**src/rtl/pic_irr.sv**
```systemverilog
// Interrupt Request Register of an 8259-style PIC: latches IR lines in level or
// rising-edge mode, holds pending requests and presents the unmasked ones.
module pic_irr #(
    parameter int WIDTH = 8
) (
    input  logic             clk,
    input  logic             rst_n,
    input  logic             Level_Edge_flag,
    input  logic [WIDTH-1:0] Mask,
    input  logic [WIDTH-1:0] I_WIRES,
    input  logic [WIDTH-1:0] Clear_IRR,
    output logic [WIDTH-1:0] IRR,
    output logic             INT_REQ
);

    logic [WIDTH-1:0] irr_q;
    logic [WIDTH-1:0] prev_q;
    logic [WIDTH-1:0] rise;
    logic [WIDTH-1:0] irr_d;

    always_comb begin
        // NOTE: every always_comb output gets a default first so no path can infer a latch.
        irr_d = irr_q;
        rise  = I_WIRES & ~prev_q;
        if (Level_Edge_flag) begin
            // A fresh rising edge outranks a clear arriving in the same cycle.
            irr_d = rise | (irr_q & ~Clear_IRR);
        end else begin
            irr_d = I_WIRES & ~Clear_IRR;
        end
    end

    // prev_q resets to all-ones so a line already high at reset release must
    // toggle low then high before it counts as an edge.
    always_ff @(posedge clk or negedge rst_n) begin
        // NOTE: sequential state uses non-blocking assignments only, so every
        // register samples pre-edge values regardless of statement order.
        if (!rst_n) begin
            irr_q  <= '0;
            prev_q <= '1;
        end else begin
            irr_q  <= irr_d;
            prev_q <= I_WIRES;
        end
    end

    // Masking only gates the output; pending bits keep latching underneath.
    assign IRR     = irr_q & ~Mask;
    assign INT_REQ = |IRR;

endmodule

```
**config.mk**
```make
export PLATFORM = sky130hd
export DESIGN_NAME = pic_irr
export DESIGN_NICKNAME = d
export VERILOG_FILES = /design/src/rtl/pic_irr.sv
export SDC_FILE = /design/constraint.sdc
export NUM_CORES = 1
export LEC_CHECK = 0
export CORE_MARGIN = 5
export CORE_UTILIZATION = 41
export CTS_CLUSTER_SIZE = 8
export DETAILED_ROUTE_END_ITERATION = 10
export PLACE_DENSITY = 0.82
export SLEW_MARGIN = 20
export SYNTH_ARGS = -nofsm -noshare
export SYNTH_HDL_FRONTEND = slang
export SYNTH_SLANG_ARGS = --single-unit
```
**constraint.sdc**
```tcl
create_clock -name clk -period 2.2 [get_ports clk]
set_clock_uncertainty 0.05 [all_clocks]
set_input_delay 0.44 -clock clk [delete_from_list [all_inputs] [get_ports clk]]
set_output_delay 0.44 -clock clk [all_outputs]
set_load 0.1 [all_outputs]
```
==> run_results.csv, run 1 <==
group,metric,value,unit
setup_path,slowest_stage,"clkdlybuf4s50_1",
cells_and_area,regArea,410,µm²
global_routing,grt_antenna_before_repair,0,
die,die_x,51.7,µm
sta,min_period,2.09,ns
global_routing,grt_pass1_wl,2900,µm
route,routed-via-count,637,
sta,fin_crit_sh,0.948,
cells_and_area,nFillCells,118,
place,gp_congestion,0.697,
power_and_ir_drop,p_int,548,µW
sta,rsz0062_at_grt,"no",
min_path,hp-start,"irr_q[6]",
synthesis,syn_area,713,µm²
route,remaining_drc_errors,0,
route,routed_wl,1860,µm
synthesis,yosys.cell_types.count,12,
setup_path,critPathKind,"in -> out",
cells_and_area,drive_gt1_frac,0.333,
setup_path,cp_top_family,"buffers and inverters",
cts,clock_latency,0.28,ns
setup_path,startpoint,"Mask[3]",
synthesis,synth_top_cell_area_share,0.295,
synthesis,synth_area_leaders,"dfstp_2, dfrtp_1, nor2b_1",
cells_and_area,area_growth,83.0,%
cts,cts_inserted_buffers,3,
sta,slew_viol_final,0,
cts,hold_buffers,0,
sta,hold_violations,0,
sta,worst_slew_pin_slew,0.751,ns
synthesis,syn_nets,93,
setup_path,path_cells,"clkdlybuf4s50_1 -> nor2b_4 -> nor4_2 -> nand2_2 -> buf_12",
cts,clk_path_buf_depth,2,
synthesis,yosysTopAreaCell,"dfstp_2",
cts,cts_resized,0,
global_routing,grt_usage,0.146,
min_path,worstHoldPathType,"reg -> reg",
die,dieHeight,51.7,µm
synthesis,synth_cells,66,
power_and_ir_drop,netSwitchingFraction,0.308,
cells_and_area,diodes,0,
power_and_ir_drop,powerDensity,607,nW/µm²
cts,htreeDepth,1,
sta,fin_setup_tns,0,ns
cts,post_cts_buffers,0,
run,cap_violations,0,
place,io_buffers,35,
global_routing,overflow,0,
synthesis,synth_seq_area_share,0.575,
power_and_ir_drop,p_comb_frac,0.344,
die,start_util,0.422,
sta,setup_viol,0,
route,first_iter_violations,7,
setup_path,reg2reg_from,"prev_q[6]",
die,die_area,2670,µm²
place,dp_hpwl,1530,µm
die,core,1690,µm²
power_and_ir_drop,pwr-share-seq,0.415,
global_routing,grt_max_degree,17,
cells_and_area,nNetsFinal,136,
cells_and_area,multi_input_area,363,µm²
setup_path,cp.required,1.71,ns
die,pin_count,36,
cts,cts_tree,"built",
status,status,"complete, no violations",
setup_path,cp_num_buf_inv,2,
power_and_ir_drop,switchingPower,244,µW
synthesis,syn_area_per_cell,10.8,µm²
sta,max_freq,479,MHz
cts,cts-root-buf,"clkbuf_4",
setup_path,cp.arrival,1.60,ns
synthesis,ys.warnings.count,0,
setup_path,crit_path_end_kind,"output port",
power_and_ir_drop,peakVddDrop,0.000479,V
power_and_ir_drop,p_clk_frac,0.242,
setup_path,cp_slowest_stage_delay,0.51,ns
route,dr.pass1.iters,4,
setup_path,startpoint_type,"input pin",
sta,slew_headroom,0.498,
cts,cts.sinks,16,
synthesis,ys_seq_elements,16,
die,row_count,15,
cts,clkTransAtPathRegs,0.09,ns
route,avgViaCountPerCell,5.10,
route,postRouteAntennaNets,0,
power_and_ir_drop,leakagePower,0.000533,µW
route,avgRoutedWirePerCell,14.9,µm
power_and_ir_drop,p_total,792,µW
global_routing,grt_pass1_vias,646,
setup_path,worstPathMaxFanout,2,
-- stage by stage --
stage | hold WS (ns) | cell area, µm² | utilization | worst slack [ns] | std cells
after floorplan | 0.0944 | 776 | - | 0.193 | 66
after global placement | 0.474 | 1260 | 0.744 | 0.0588 | 121
after detailed placement | 0.504 | 1260 | 0.744 | 0.00931 | 121
after CTS | 0.523 | 1290 | 0.765 | 0.00154 | 125
after global routing | 0.537 | 1310 | 0.773 | 0.0180 | 125
final | 0.509 | 1310 | 0.773 | 0.114 | 125
-- cells in the final DEF (no fill, tap or decap) --
master	count
a32o_1	1
buf_12	9
buf_4	4
clkbuf_4	3
clkbuf_8	1
clkdlybuf4s50_1	26
dfrtp_1	8
dfstp_2	8
inv_1	1
mux2i_1	1
nand2_2	1
nand2b_1	7
nor2b_1	14
nor2b_4	8
nor4_2	2
o21ai_0	1
o21ai_1	13
-- cells by family after synthesis --
kind of cell           share of synthesized area
AND/OR/NAND/NOR                            0.277
flip-flops                                 0.575
AO/OA/AOI/OAI                              0.112
buffers and inverters                     0.0210
multiplexers                              0.0140
-- path summary, 6_finish.rpt --
| kind | cells after the start | end | slack, ns |
|---|---|---|---|
| setup / recovery | 5 | INT_REQ | 0.11 |
| hold / removal | 1 | irr_q[6] | 0.51 |
| setup reg to reg | 2 | irr_q[6] | 1.23 |
| hold reg to reg | 1 | irr_q[6] | 0.51 |
| max in group asynchronous | 1 | irr_q[0] | 1.09 |
| min in group asynchronous | 1 | irr_q[1] | 0.54 |
-- routing by layer --
| layer | up-vias | GRT usage | wire [µm] |
|---|---|---|---|
| li1 | 307 | - | - |
| met1 | 304 | 0.170 | 735 |
| met2 | 24 | 0.263 | 1010 |
| met3 | 2 | 0.0372 | 113 |
| met4 | 0 | 0.0393 | 6 |
| met5 | - | 0 | 0 |
-- worst reg2reg max path, stage by stage (launching register included) --
cell     delay, ns
dfstp_2       0.53
mux2i_1       0.06
a32o_1        0.23
-- registers in the layout (all words and copies together) (netlist names) --
signal,flops
prev_q,8
irr_q,8
-- Yosys cell counts --
cell type  number
nor2b_1        22
o21ai_1        13
dfrtp_1         8
dfstp_2         8
nand2b_1        7
nor4_1          2
a32o_1          1
buf_6           1
inv_1           1
mux2i_1         1
nand2_1         1
o21ai_0         1
-- power groups by stage --
stage	Combinational, µW	Sequential (µW)	Clock (µW)
2_1_floorplan	141	331	0
3_3_place_gp	265	332	0
3_5_place_dp	270	333	0
4_1_cts	271	328	198
5_1_grt	284	330	213
6_report	272	329	192
-- cell type report --
type	instances	area share
clock buffer	4	0.0278
multi-input combinational	48	0.278
timing repair buffer	39	0.360
tap	17	0.0163
inverter	1	0.00288
sequential	16	0.314
Note: power is estimated with default switching activity, not from simulation.
==> run 2: changes to the inputs <==
--- a/config.mk
+++ b/config.mk
@@ -5,8 +5,9 @@
 export SDC_FILE = /design/constraint.sdc
 export NUM_CORES = 1
 export LEC_CHECK = 0
-export CORE_MARGIN = 5
+export CORE_MARGIN = 2
 export CORE_UTILIZATION = 41
+export CTS_BUF_LIST = sky130_fd_sc_hd__clkbuf_4 sky130_fd_sc_hd__clkbuf_8 sky130_fd_sc_hd__clkbuf_16
 export CTS_CLUSTER_SIZE = 8
 export DETAILED_ROUTE_END_ITERATION = 10
 export PLACE_DENSITY = 0.82
==> run_results.csv, run 2 (synthesized netlist as in run 1, its figures left out) <==
group,metric,value,unit
status,status,"complete, no violations",
cells_and_area,nFillCells,107,
global_routing,grt_max_degree,17,
die,die_area,2090,µm²
sta,fin_setup_tns,0,ns
global_routing,use_met2,0.344,
sta,setup_viol,0,
cts,cts_resized,0,
die,core,1690,µm²
sta,slew_headroom,0.522,
setup_path,cp_top_family,"buffers and inverters",
sta,worst_slew_pin_slew,0.714,ns
power_and_ir_drop,leakagePower,0.000530,µW
cts,cts-root-buf,"clkbuf_4",
route,routed-via-count,613,
cts,clk_path_buf_depth,2,
cells_and_area,layout_top_registers,"irr_q x8, prev_q x8",
cts,htreeDepth,1,
cells_and_area,layout_commonest_cell,"clkdlybuf4s50_1",
sta,rsz0062_at_grt,"no",
cts,hold_buffers,0,
global_routing,grt_pass1_vias,622,
sta,min_period,2.14,ns
global_routing,met1_usage,0.197,
cells_and_area,nNetsFinal,136,
cts,clock_latency,0.29,ns
route,avgRoutedWirePerCell,13.5,µm
die,dieHeight,45.7,µm
setup_path,startpoint_type,"input pin",
cells_and_area,diodes,0,
place,gp_congestion,0.649,
route,routed_wl,1690,µm
sta,max_freq,467,MHz
sta,fin_crit_sh,0.972,
cts,post_cts_buffers,0,
sta,slew_viol_final,0,
place,io_buffers,35,
setup_path,cp_num_buf_inv,2,
die,pin_count,36,
setup_path,slowest_stage,"clkdlybuf4s50_1",
global_routing,grt_antenna_before_repair,0,
die,die_x,45.7,µm
cts,clkTransAtPathRegs,0.09,ns
setup_path,cp.arrival,1.65,ns
power_and_ir_drop,peakVddDrop,0.000475,V
global_routing,grt-busiest-layer,"met2",
power_and_ir_drop,p_total,792,µW
cts,cts.sinks,16,
route,dr.pass1.iters,4,
setup_path,worstPathMaxFanout,2,
global_routing,grt_pass1_wl,2700,µm
route,remaining_drc_errors,0,
cts,cts_tree,"built",
route,first_iter_violations,7,
global_routing,overflow,0,
cells_and_area,area_growth,81.2,%
die,start_util,0.422,
power_and_ir_drop,powerDensity,613,nW/µm²
setup_path,critPathKind,"in -> out",
cells_and_area,layout_common_cells,"clkdlybuf4s50_1, nor2b_1, o21ai_1, buf_12",
route,avgViaCountPerCell,4.90,
cts,cts_inserted_buffers,3,
route,postRouteAntennaNets,0,
place,dp_hpwl,1310,µm
cells_and_area,drive_gt1_frac,0.315,
min_path,worstHoldPathType,"reg -> reg",
setup_path,cp.required,1.71,ns
run,cap_violations,0,
setup_path,cp_slowest_stage_delay,0.50,ns
global_routing,grt_usage,0.188,
global_routing,met3_usage,0.0397,
setup_path,crit_path_end_kind,"output port",
setup_path,path_cells,"clkdlybuf4s50_1 -> nor2b_4 -> nor4_1 -> nand2_2 -> buf_12",
sta,hold_violations,0,
die,row_count,15,
==> run 2: stage by stage <==
stage	utilization	cells	area [µm²]	hold WS, ns	setup slack [ns]
2_1_floorplan	-	66	776	0.0944	0.193
3_3_place_gp	0.744	121	1260	0.474	0.0627
3_5_place_dp	0.744	121	1260	0.479	0.0407
4_1_cts	0.765	125	1290	0.501	0.0455
5_1_grt	0.765	125	1290	0.537	0.0223
6_report	0.765	125	1290	0.495	0.0610
==> run 2: final timing paths <==
check | startpoint | endpoint | slack (ns) | cells past startpoint
worst max-delay path | Mask[6] | INT_REQ | 0.06 | 5
worst min-delay path | irr_q[6] | irr_q[6] | 0.50 | 1
worst max register to register | prev_q[6] | irr_q[6] | 1.25 | 2
worst min register to register | irr_q[6] | irr_q[6] | 0.50 | 1
max in group asynchronous | rst_n | irr_q[0] | 1.13 | 1
min in group asynchronous | rst_n | irr_q[4] | 0.51 | 1
==> run 2: layout make-up <==
type	instances	area, µm²	area share
clock buffer	4	36.3	0.0281
sequential	16	410	0.318
tap	17	21.3	0.0165
timing repair buffer	39	470	0.364
inverter	1	3.75	0.00290
multi-input combinational	48	350	0.271
==> run 2: layer usage <==
metal  vias up  routed length [µm]
li1        307                   -
met1       281                 680
met2        21                 863
met3         4                 114
met4         0                  28
met5         -                   0
==> run 2: power breakdown <==
part,switching (µW),internal (µW)
clock,98.0,101
sequential,8.11,320
combinational,139,126
==> run 2: worst register-to-register path: cells and delay by family (launching register included) <==
family	cells	cell delay [ns]
AO/OA/AOI/OAI	1	0.22
flip-flops	1	0.53
multiplexers	1	0.06
